$ cat src/rtl/mmio_uart_tx_if.sv
// Processor data-memory load/store bus as seen by a memory-mapped responder.
// The master drives address/data/strobes; the responder returns ReadData and Hit combinationally.
interface mmio_uart_tx_if;
  logic [31:0] Address;
  logic [31:0] WriteData;
  logic        MemWrite;
  logic        MemRead;
  logic [31:0] ReadData;
  logic        Hit;

  modport master (
    output Address, WriteData, MemWrite, MemRead,
    input  ReadData, Hit
  );

  modport slave (
    input  Address, WriteData, MemWrite, MemRead,
    output ReadData, Hit
  );
endinterface

$ cat src/rtl/mmio_uart_tx.sv
// Memory-mapped 8N1 UART transmitter: zero-latency register loads, stores queue bytes in a small FIFO.
// TxSerial is registered one cycle behind the FSM; a store into a full FIFO is dropped and sets overflow.
module mmio_uart_tx #(
  parameter logic [31:0] BASE_ADDR    = 32'h1001_0800,
  parameter int          CLKS_PER_BIT = 16,
  parameter int          FIFO_DEPTH   = 4
) (
  input  logic          clk,
  input  logic          reset,
  mmio_uart_tx_if.slave bus,
  output logic          TxSerial,
  output logic          TxBusy
);
  localparam int PW = (FIFO_DEPTH > 1) ? $clog2(FIFO_DEPTH) : 1;
  localparam int CW = $clog2(FIFO_DEPTH + 1);
  localparam int BW = (CLKS_PER_BIT > 1) ? $clog2(CLKS_PER_BIT) : 1;
  localparam logic [BW-1:0] BAUD_LAST = BW'(CLKS_PER_BIT - 1);
  localparam logic [CW-1:0] DEPTH_C   = CW'(FIFO_DEPTH);

  typedef enum logic [1:0] {IDLE, START, DATA, STOP} state_t;

  state_t        state;
  logic [7:0]    mem [FIFO_DEPTH];
  logic [PW-1:0] head;
  logic [PW-1:0] tail;
  logic [CW-1:0] count;
  logic          overflow;
  logic          enable;
  logic [BW-1:0] baud;
  logic [2:0]    bit_idx;
  logic [7:0]    shreg;

  logic       hit;
  logic [1:0] offset;
  logic       wr_en;
  logic       rd_en;
  logic       full;
  logic       empty;
  logic       active;
  logic       pop;
  logic       push_req;
  logic       push;
  logic       ctrl_wr;
  logic       unused_bits;

  assign hit      = bus.Address[31:4] == BASE_ADDR[31:4];
  assign bus.Hit  = hit;
  assign offset   = bus.Address[3:2];
  assign wr_en    = bus.MemWrite && hit;
  assign rd_en    = bus.MemRead && hit;
  assign full     = count == DEPTH_C;
  assign empty    = count == '0;
  assign active   = state != IDLE;
  assign pop      = (state == IDLE) && !empty && enable;
  assign push_req = wr_en && (offset == 2'd0);
  // A pop on the same edge frees the head slot, so a full FIFO can still take the byte.
  assign push     = push_req && (!full || pop);
  assign ctrl_wr  = wr_en && (offset == 2'd2);
  assign TxBusy   = !empty || active;

  assign unused_bits = ^{bus.WriteData[31:8], bus.Address[1:0]};

  always_comb begin
    bus.ReadData = '0;
    if (rd_en) begin
      case (offset)
        2'd1:    bus.ReadData = {23'd0, overflow, 5'(count), active, empty, full};
        2'd2:    bus.ReadData = {31'd0, enable};
        default: bus.ReadData = '0;
      endcase
    end
  end

  always_ff @(posedge clk) begin
    if (reset) begin
      head     <= '0;
      tail     <= '0;
      count    <= '0;
      overflow <= 1'b0;
      enable   <= 1'b1;
    end else begin
      if (push) begin
        mem[tail] <= bus.WriteData[7:0];
        tail      <= tail + PW'(1);
      end
      if (pop) begin
        head <= head + PW'(1);
      end
      if (push && !pop) begin
        count <= count + CW'(1);
      end else if (pop && !push) begin
        count <= count - CW'(1);
      end
      if (push_req && !push) begin
        overflow <= 1'b1;
      end else if (ctrl_wr && bus.WriteData[1]) begin
        overflow <= 1'b0;
      end
      if (ctrl_wr) begin
        enable <= bus.WriteData[0];
      end
    end
  end

  always_ff @(posedge clk) begin
    if (reset) begin
      state    <= IDLE;
      baud     <= '0;
      bit_idx  <= '0;
      shreg    <= '0;
      TxSerial <= 1'b1;
    end else begin
      case (state)
        START:   TxSerial <= 1'b0;
        DATA:    TxSerial <= shreg[bit_idx];
        default: TxSerial <= 1'b1;
      endcase

      case (state)
        IDLE: begin
          if (pop) begin
            shreg <= mem[head];
            baud  <= BAUD_LAST;
            state <= START;
          end
        end
        START: begin
          if (baud == '0) begin
            baud    <= BAUD_LAST;
            bit_idx <= '0;
            state   <= DATA;
          end else begin
            baud <= baud - BW'(1);
          end
        end
        DATA: begin
          if (baud == '0) begin
            baud    <= BAUD_LAST;
            bit_idx <= bit_idx + 3'd1;
            if (bit_idx == 3'd7) begin
              state <= STOP;
            end
          end else begin
            baud <= baud - BW'(1);
          end
        end
        STOP: begin
          if (baud == '0) begin
            state <= IDLE;
          end else begin
            baud <= baud - BW'(1);
          end
        end
        default: state <= IDLE;
      endcase
    end
  end
endmodule

$ cat src/flat_wrapper.sv
// flat-port wrapper written by rule: the top's interface ports become plain ports
module mmio_uart_tx_flat 
#(
  parameter logic [31:0] BASE_ADDR    = 32'h1001_0800,
  parameter int          CLKS_PER_BIT = 16,
  parameter int          FIFO_DEPTH   = 4
)
  (clk, reset, TxSerial, TxBusy, bus_Address, bus_WriteData, bus_MemWrite, bus_MemRead, bus_ReadData, bus_Hit);
  mmio_uart_tx_if bus_i ();
  input  logic clk;
  input  logic reset;
  output logic TxSerial;
  output logic TxBusy;
  input wire logic [$bits(bus_i.Address)-1:0] bus_Address;
  input wire logic [$bits(bus_i.WriteData)-1:0] bus_WriteData;
  input wire logic [$bits(bus_i.MemWrite)-1:0] bus_MemWrite;
  input wire logic [$bits(bus_i.MemRead)-1:0] bus_MemRead;
  output wire logic [$bits(bus_i.ReadData)-1:0] bus_ReadData;
  output wire logic [$bits(bus_i.Hit)-1:0] bus_Hit;
  assign bus_i.Address = bus_Address;
  assign bus_i.WriteData = bus_WriteData;
  assign bus_i.MemWrite = bus_MemWrite;
  assign bus_i.MemRead = bus_MemRead;
  assign bus_ReadData = bus_i.ReadData;
  assign bus_Hit = bus_i.Hit;
  mmio_uart_tx #(.BASE_ADDR(BASE_ADDR), .CLKS_PER_BIT(CLKS_PER_BIT), .FIFO_DEPTH(FIFO_DEPTH)) u_core (.clk(clk), .reset(reset), .bus(bus_i), .TxSerial(TxSerial), .TxBusy(TxBusy));
endmodule
$ cat config.mk
export PLATFORM = sky130hd
export DESIGN_NAME = mmio_uart_tx_flat
export DESIGN_NICKNAME = d
export VERILOG_FILES = /design/src/rtl/mmio_uart_tx_if.sv /design/src/rtl/mmio_uart_tx.sv /design/src/flat_wrapper.sv
export SDC_FILE = /design/constraint.sdc
export NUM_CORES = 1
export LEC_CHECK = 0
export BUFFER_PORTS_ARGS = -buffer_cell sky130_fd_sc_hd__buf_2
export CORE_UTILIZATION = 46
export CTS_CLUSTER_DIAMETER = 50
export DETAILED_ROUTE_END_ITERATION = 10
export GPL_ROUTABILITY_DRIVEN = 0
export PLACE_DENSITY = 0.76
export RECOVER_POWER = 25
export SETUP_SLACK_MARGIN = 0.5
export SLEW_MARGIN = 20
export SYNTH_ARGS = -nofsm -noshare
export SYNTH_HDL_FRONTEND = slang
export SYNTH_SLANG_ARGS = --single-unit
$ cat constraint.sdc
create_clock -name clk -period 2.35 [get_ports clk]
set_input_delay 0.235 -clock clk [delete_from_list [all_inputs] [get_ports clk]]
set_output_delay 0.235 -clock clk [all_outputs]
set_load 0.02 [all_outputs]
==> results of run 1 <==
==> routing by layer <==
| metal | GRT usage, % | vias to the layer above |
|---|---|---|
| met1 | 21.3 | 1060 |
| met3 | 5.90 | 12 |
| met5 | 0 | - |
| met4 | 7.40 | 0 |
| li1 | - | 1076 |
| met2 | 30.6 | 70 |
==> where the power goes <==
part | switching [mW] | leakage, nW | internal (mW)
logic | 0.852 | 0.921 | 0.794
registers | 0.161 | 0.510 | 1.23
clock network | 0.382 | 0.0874 | 0.480
==> kinds of logic after synthesis <==
family          share of synthesized area (%)
other cells                             0.120
compound gates                           7.57
fa+ha+maj                                7.05
xor+xnor                                 1.12
simple gates                             17.7
buf+inv                                  8.85
mux                                      9.49
flops                                    48.1
==> state kept, by name, summed over array words and instances (netlist names) <==
signal and cells:
u_core.mem 32, u_core.shreg 8, u_core.baud 4, u_core.bit_idx 3
u_core.count 3, u_core.head 2, u_core.state 2, u_core.tail 2
u_core.TxSerial 1, u_core.enable 1, u_core.overflow 1
==> area by class of cell <==
type                       instances  share of cell area [%]
clock buffer                      10                    3.30
multi-input combinational        183                    41.0
sequential                        59                    39.0
clock inverter                     6                    1.49
inverter                          12                    1.20
timing repair buffer              74                    11.6
tap                               77                    2.49
==> path summary, 6_finish.rpt <==
| path | startpoint | endpoint | slack [ps] |
|---|---|---|---|
| worst min-delay path | bus_WriteData[0] | u_core.mem[2][0] | 160 |
| worst min register to register | u_core.shreg[3] | u_core.shreg[3] | 450 |
| worst max register to register | u_core.state[0] | u_core.count[2] | 170 |
| worst max-delay path | u_core.state[0] | u_core.count[2] | 170 |
==> cell usage in the layout, fill, tap and decap left out, types with 2 or more instances in the layout <==
cell type   netlist  layout
nor4_2            0       2
xor2_1            3       3
edfxtp_1         32      32
clkbuf_1          4       8
a21oi_1          15      14
buf_2             2      37
nor4b_4           3       4
conb_1            1      25
inv_2             0       5
nand3_2           1       2
nor2_1           18      18
nor3b_1           2       2
nand2b_1          3       3
buf_4            25      27
mux2i_1           6       5
ha_4              0       4
inv_1            11       6
dfxtp_1          27      23
nand2_1          26      25
ha_2              0       2
buf_6             1       3
clkinvlp_4        0       2
a211oi_2          2       2
nand4_1           2       2
nor3_1            5       5
dfxtp_2           0       4
o21ai_0           5       5
clkinv_2          0       2
nor4_4            2       4
mux4_2           10      10
clkbuf_8          0       9
ha_1             16      10
and4_1            8       8
clkinv_1          1       2
==> timing repair <==
| action | CTS | global route |
|---|---|---|
| gates resized for setup | 22 | 18 |
| pin swaps | 6 | 5 |
| gates cloned | 0 | 0 |
| buffers inserted | 10 | 3 |
| setup endpoints to repair | 9 | 14 |
==> worst max-delay path, delay by kind of cell, from the launching register on <==
kind / cells / cell delay (ps)
xor gates and xnor gates: 1 / 150
and+or+nand+nor: 4 / 690
adders and majority gates: 3 / 720
AOI/OAI and AO/OA: 1 / 120
buffers and inverters: 2 / 110
DFF: 1 / 330
==> through the flow <==
stage | TNS (ps) | utilization (%) | hold slack, ps | power [mW]
floorplan | 0 | - | 334 | 2.43
global placement | -37.6 | 53.0 | 441 | 2.66
detailed placement | -108 | 53.0 | 448 | 2.70
CTS | 0 | 58.4 | 95.7 | 3.82
global route | 0 | 59.9 | 142 | 4.16
finish | 0 | 59.9 | 155 | 3.90
==> results_dict.tcl, run 1 <==
set metrics [dict create \
    grt_first_pass_wirelength_mm 9.99 \
    worstMarginPinSlew_ps 624 \
    critPathSlowestCell "dfxtp_2" \
    yosysTopAreaCell "edfxtp_1" \
    port_buffers 51 \
    cts_max_path_buffers 2 \
    synth_area_per_cell_sq_um 11.8 \
    core-area_sq_mm 0.00646 \
    layout-drive-gt1-share_pct 38.1 \
    dieArea_sq_mm 0.00713 \
    violations "DRC" \
    wl_per_cell_microns 14.7 \
    p_leak_nw 1.52 \
    status "complete, but fails checks" \
    vdd_ir_drop_max_uv 519 \
    vias_per_cell 5.27 \
    timing.final.crit_share_pct 92.9 \
    path_class "flop to flop" \
    ys_warn_count 0 \
    placed_cell_area_sq_mm 0.00342 \
    start_util_pct 48.4 \
    multiInputGateArea_sq_mm 0.00158 \
    via_count 2218 \
    clock.fmax_mhz 458 \
    cp_max_fo 2 \
    pre_cts_ws_ps -108 \
    syn_inst 264 \
    netlist.area_leader.share_pct 30.8 \
    hold_depth 1 \
    reg2reg_depth 11 \
    slowest_delay_ps 330 \
    placementRows 29 \
    syn_area_sq_mm 0.00312 \
    critical_path_required_ps 2610 \
    fin_skew_ps 6.32 \
    cap_violations 0 \
    die_w_microns 84.4 \
    synth_common_cells "32 x edfxtp_1, 27 x dfxtp_1, 26 x nand2_1, 25 x buf_4, 18 x nor2_1" \
    hpwl_mm 3.97 \
    layout.nets 424 \
    io_pins 103 \
    yosysMostFrequentCell "edfxtp_1" \
    met2_length_mm 3.18 \
    drt_drc_violations_left 16 \
    drt_iter0_markers 99 \
    fin_crit_ps 2180 \
    drv_slew 0 \
    setup_slack_ps 167 \
    pwr_density_cell_mw_per_mm2 1010 \
    overflow 0 \
    setup_viol 0 \
    synth_area_leaders "edfxtp_1 31%, dfxtp_1 17%, mux4_2 7.2%" \
    clock-sinks 59 \
    final_cells 421 \
    path_clk_slew_ps 60 \
    rsz0062_at_grt "true" \
    met1_length_mm 2.58 \
    ys.flop_type "edfxtp_1" \
    register_area_sq_mm 0.00151 \
    antenna_left 0 \
    critPathLaunchType "flop" \
    cts_tree "done" \
    die_h_microns 84.4 \
    clockRootBuffer "clkbuf_8" \
    dr.pass1.iters 7 \
    async_flop_share_pct 0 \
    cts_buffers 9 \
    crit_arrival_ps 2450 \
    final_hold_viol_count 0 \
    hp-class "primary input to flop" \
    dp_cells 392 \
    max_slew_margin_pct 58.1 \
    ys_ff_latch 59 \
    top_layer "met4" \
    final.fill_count 503 \
    antenna_cells 0 \
    path_cells "inv_2, ha_4, nand2_2, nand3_2, nor4b_4, ha_2, inv_2, fa_2, xor2_1, or3_1, a21oi_2" \
    grt_use_total_pct 18.1 \
    postCtsHoldBufs 0 \
    grt_max_degree 33 \
    clk_latency_ps 330 \
    grt_pass1_vias 2188 \
    cp-end-kind "flop" \
    antenna_found_initial 0 \
    cpMostUsedCell "inv_2" \
    htree_levels 3 \
    yosysUniqueCellTypes 52 \
    area_growth_pct 23.7 \
    totalWireLength_mm 6.19 \
    dr_wl_met3_microns 311 \
    post-route-cell-area_sq_mm 0.00387 \
    seq_area_frac_synth_pct 48.1 \
    synth-edff-count 32 \
]
Power figures use the tool's default switching activity.
==> run 2, diff against run 1 <==
--- a/config.mk
+++ b/config.mk
@@ -6,11 +6,11 @@
 export NUM_CORES = 1
 export LEC_CHECK = 0
 export BUFFER_PORTS_ARGS = -buffer_cell sky130_fd_sc_hd__buf_2
-export CORE_UTILIZATION = 46
+export CORE_UTILIZATION = 51
 export CTS_CLUSTER_DIAMETER = 50
 export DETAILED_ROUTE_END_ITERATION = 10
 export GPL_ROUTABILITY_DRIVEN = 0
-export PLACE_DENSITY = 0.76
+export PLACE_DENSITY = 0.79
 export RECOVER_POWER = 25
 export SETUP_SLACK_MARGIN = 0.5
 export SLEW_MARGIN = 20
==> constraint.sdc (replaced) <==
create_clock -name clk -period 2.4 [get_ports clk]
set_input_delay 0.24 -clock clk [delete_from_list [all_inputs] [get_ports clk]]
set_output_delay 0.24 -clock clk [all_outputs]
set_load 0.02 [all_outputs]
==> results_dict.tcl, run 2 (synthesized netlist as in run 1, its figures left out) <==
set metrics [dict create \
    max_slew_margin_pct 57.8 \
    largest-register "u_core.mem" \
    placed_cell_area_sq_mm 0.00343 \
    via_count 2273 \
    final_cell_mix "40 x buf_2, 32 x edfxtp_1, 25 x nand2_1, 25 x conb_1" \
    die_w_microns 80.3 \
    area_growth_pct 22.3 \
    post-route-cell-area_sq_mm 0.00382 \
    io_pins 103 \
    crit_arrival_ps 2470 \
    layout.nets 427 \
    utilization_pct 64.5 \
    timing.final.crit_share_pct 91.7 \
    port_buffers 51 \
    layout_commonest_cell "buf_2" \
    clock-sinks 59 \
    finalHoldWorstSlack_ps 157 \
    hpwl_mm 4.06 \
    drt_drc_violations_left 0 \
    clock.fmax_mhz 454 \
    die_h_microns 80.3 \
    fin_crit_ps 2200 \
    dr.pass1.iters 4 \
    register_area_sq_mm 0.00151 \
    critPathLaunchType "flop" \
    status "finished, final reports clean" \
    htree_levels 3 \
    drt_iter0_markers 75 \
    grt_first_pass_wirelength_mm 9.51 \
    p_total_mw 3.75 \
    grt_use_total_pct 20.1 \
    slowest_delay_ps 330 \
    grt_pass1_vias 2104 \
    cp_max_fo 2 \
    start_util_pct 52.8 \
    cpMostUsedCell "inv_2" \
    vdd_ir_drop_max_uv 569 \
    cap_violations 0 \
    multiInputGateArea_sq_mm 0.00153 \
    pwr_density_cell_mw_per_mm2 982 \
    path_cells "inv_2, ha_4, nand2_2, nand3_2, nor4b_4, ha_2, inv_2, fa_2, xor2_1, or3_1, a21oi_1" \
    vias_per_cell 5.39 \
    fin_skew_ps 7.50 \
    antenna_cells 0 \
    layout-drive-gt1-share_pct 36.9 \
    critical_path_required_ps 2670 \
    p_leak_nw 1.51 \
    top_regs "u_core.mem x32, u_core.shreg x8, u_core.baud x4" \
    hp-class "primary input to flop" \
    path_clk_slew_ps 70 \
    core-area_sq_mm 0.00592 \
    rsz0062_at_grt "true" \
    cp_top_family "adder cells" \
    overflow 0 \
    final.fill_count 450 \
    clk_latency_ps 340 \
    setup_viol 0 \
    wl_per_cell_microns 14.6 \
    cp_num_buf_inv 2 \
    final_hold_viol_count 0 \
    cts_max_path_buffers 2 \
    path_class "flop to flop" \
    antenna_left 0 \
    critPathSlowestCell "dfxtp_2" \
    cts_tree "done" \
    largest_reg_flops 32 \
    dieArea_sq_mm 0.00644 \
    placementRows 28 \
    clockRootBuffer "clkbuf_8" \
    drv_slew 0 \
    cp-end-kind "flop" \
    cts_buffers 9 \
    grt_max_degree 33 \
    totalWireLength_mm 6.17 \
    antenna_found_initial 0 \
    worstMarginPinSlew_ps 628 \
]
-- run 2: area by class of cell --
cell class                 instances  area share [%]
clock buffer                       9            3.24
multi-input combinational        183            39.9
clock inverter                     7            1.38
inverter                          12            1.21
tap                               75            2.46
timing repair buffer              77            12.4
sequential                        59            39.4
-- run 2: worst paths after layout --
check,startpoint,end,slack (ps),depth (start not counted)
max reg2reg,u_core.state[0],u_core.count[2],200,11
min reg2reg,u_core.shreg[7],u_core.shreg[7],450,2
min,bus_WriteData[0],u_core.mem[3][0],160,1
max,u_core.state[0],u_core.count[2],200,11
-- run 2: what timing repair did --
item | CTS | global route
hold buffers | 0 | 0
buffers inserted | 7 | 8
pin swaps | 2 | 7
resized for setup | 9 | 19
setup endpoints to repair | 9 | 12
-- run 2: worst register-to-register path, delay by kind of cell, from the launching register on --
kind / cells / cell delay [ps]
xor+xnor: 1 / 160
simple gates: 4 / 680
flops: 1 / 330
fa+ha+maj: 3 / 720
compound gates: 1 / 120
buf+inv: 2 / 120
-- run 2: through the flow --
stage | setup TNS [ps] | cells | worst slack, ps
after floorplan | 0 | 288 | 91.5
after global placement | -13.1 | 391 | -13.1
after detailed placement | -68.2 | 391 | -68.2
after CTS | 0 | 414 | 213
after global routing | 0 | 422 | 114
final | 0 | 422 | 199
-- run 2: routing by layer --
| metal | wire length, microns | part of all wire [%] | up-vias | global-route usage [%] |
|---|---|---|---|---|
| met5 | 0 | 0 | - | 0 |
| met1 | 2490 | 40 | 1112 | 23.8 |
| met2 | 3300 | 54 | 74 | 34.2 |
| li1 | - | - | 1081 | - |
| met4 | 70 | 1.1 | 0 | 8.57 |
| met3 | 297 | 4.8 | 6 | 5.68 |
-- run 2: where the power goes --
part | total [mW] | leakage (nW) | internal [mW] | switching, mW
logic | 1.60 | 0.909 | 0.768 | 0.836
clock network | 0.796 | 0.0900 | 0.380 | 0.416
registers | 1.35 | 0.510 | 1.21 | 0.148
==> run 3, diff against run 2 <==
--- a/config.mk
+++ b/config.mk
@@ -6,6 +6,7 @@
 export NUM_CORES = 1
 export LEC_CHECK = 0
 export BUFFER_PORTS_ARGS = -buffer_cell sky130_fd_sc_hd__buf_2
+export CORE_MARGIN = 1.5
 export CORE_UTILIZATION = 51
 export CTS_CLUSTER_DIAMETER = 50
 export DETAILED_ROUTE_END_ITERATION = 10
==> results_dict.tcl, run 3 (synthesized netlist as in run 1, its figures left out) <==
set metrics [dict create \
    status "finished, final reports clean" \
    layout_commonest_cell "buf_2" \
    placed_cell_area_sq_mm 0.00344 \
    cp_max_fo 2 \
    drt_drc_violations_left 0 \
    antenna_left 0 \
    antenna_cells 0 \
    drt_iter0_markers 143 \
    largest-register "u_core.mem" \
    wl_per_cell_microns 14.6 \
    io_pins 103 \
    path_clk_slew_ps 70 \
    top_regs "u_core.mem x32, u_core.shreg x8, u_core.baud x4" \
    grt_pass1_vias 2082 \
    critical_path_required_ps 2670 \
    port_buffers 51 \
    antenna_found_initial 0 \
    fin_crit_ps 2250 \
    dr.pass1.iters 4 \
    placementRows 28 \
    grt_first_pass_wirelength_mm 9.59 \
    final_hold_viol_count 0 \
    cts_max_path_buffers 2 \
    timing.final.crit_share_pct 93.7 \
    cp-end-kind "flop" \
    max_slew_margin_pct 58.0 \
    dieArea_sq_mm 0.00660 \
    area_growth_pct 21.0 \
    path_cells "inv_2, ha_4, nand2_2, nand3_2, nor4b_4, ha_2, inv_2, fa_2, xor2_1, or3_1, a21oi_2" \
    pre_cts_ws_ps -90.9 \
    grt_use_total_pct 19.7 \
    setup_tns_ps 0 \
    path_class "flop to flop" \
    cts_buffers 9 \
    layout.nets 424 \
    largest_reg_flops 32 \
    clock.fmax_mhz 445 \
    clockRootBuffer "clkbuf_8" \
    critPathLaunchType "flop" \
    pwr_density_cell_mw_per_mm2 1000 \
    post-route-cell-area_sq_mm 0.00378 \
    clock-sinks 59 \
    cp_num_buf_inv 2 \
    dp_cells 393 \
    cap_violations 0 \
    hp-class "primary input to flop" \
    start_util_pct 52.8 \
    cts_tree "done" \
    grt_max_degree 33 \
    critPathSlowestCell "dfxtp_2" \
    layout-drive-gt1-share_pct 36.0 \
    postCtsHoldBufs 0 \
    utilization_pct 63.8 \
    die_h_microns 81.3 \
    p_leak_nw 1.49 \
    final_cells 419 \
    setup_slack_ps 152 \
    setup_viol 0 \
    htree_levels 3 \
    fin_skew_ps 8.11 \
    core-area_sq_mm 0.00592 \
    hpwl_mm 4.17 \
    overflow 0 \
    crit_arrival_ps 2520 \
    rsz0062_at_grt "true" \
    die_w_microns 81.3 \
    drv_slew 0 \
    vias_per_cell 5.28 \
    totalWireLength_mm 6.11 \
    worstMarginPinSlew_ps 625 \
    final_cell_mix "44 x buf_2, 32 x edfxtp_1, 25 x nand2_1, 25 x conb_1" \
    vdd_ir_drop_max_uv 731 \
    clk_latency_ps 340 \
    cp_top_family "adder cells" \
    slowest_delay_ps 330 \
    via_count 2214 \
    cpMostUsedCell "inv_2" \
]
==> run 3: cell type report <==
class | instances | area (sq um)
clock inverter | 7 | 76.3
clock buffer | 9 | 124
sequential | 59 | 1510
timing repair buffer | 74 | 419
multi-input combinational | 183 | 1520
fill | 469 | 2140
inverter | 12 | 45.0
tap | 75 | 93.8
==> run 3: path summary, 6_finish.rpt <==
kind	from	endpoint	slack, ps	depth (start not counted)
setup reg to reg	u_core.state[0]	u_core.count[2]	150	11
hold / removal	bus_WriteData[0]	u_core.mem[1][0]	150	1
hold reg to reg	u_core.shreg[7]	u_core.shreg[7]	450	2
setup / recovery	u_core.state[0]	u_core.count[2]	150	11
==> run 3: power by group <==
group / switching, mW / internal [mW] / total [mW]
registers: 0.151 / 1.21 / 1.36
clock network: 0.417 / 0.483 / 0.900
logic: 0.807 / 0.729 / 1.54
total: 1.37 / 2.42 / 3.79
==> run 3: worst reg2reg max path, delay by kind of cell, from the launching register on <==
kind	cells	cell delay (ps)
buf+inv	2	120
simple gates	4	730
flops	1	330
xor+xnor	1	160
fa+ha+maj	3	730
compound gates	1	120
==> run 3: layer usage <==
layer	vias to the layer above	share of wire, %	GRT usage (%)
li1	1073	-	-
met1	1070	42	23.9
met2	67	53	32.9
met3	4	4.5	6.85
met4	0	0.69	5.86
met5	-	0	0
==> run 3: stage by stage <==
| stage | power [mW] | hold slack, ps |
|---|---|---|
| after floorplan | 2.38 | 339 |
| after global placement | 2.60 | 439 |
| after detailed placement | 2.66 | 444 |
| after CTS | 3.70 | 99.8 |
| after global routing | 4.05 | 140 |
| final | 3.79 | 151 |
==> run 3: what timing repair did <==
item / 4_1_cts / 5_1_grt
endpoints found under the hold margin: 0 / 0
endpoints found under the setup margin: 4 / 11
pin swaps: 3 / 2
gates resized for setup: 10 / 6
buffers inserted: 5 / 5
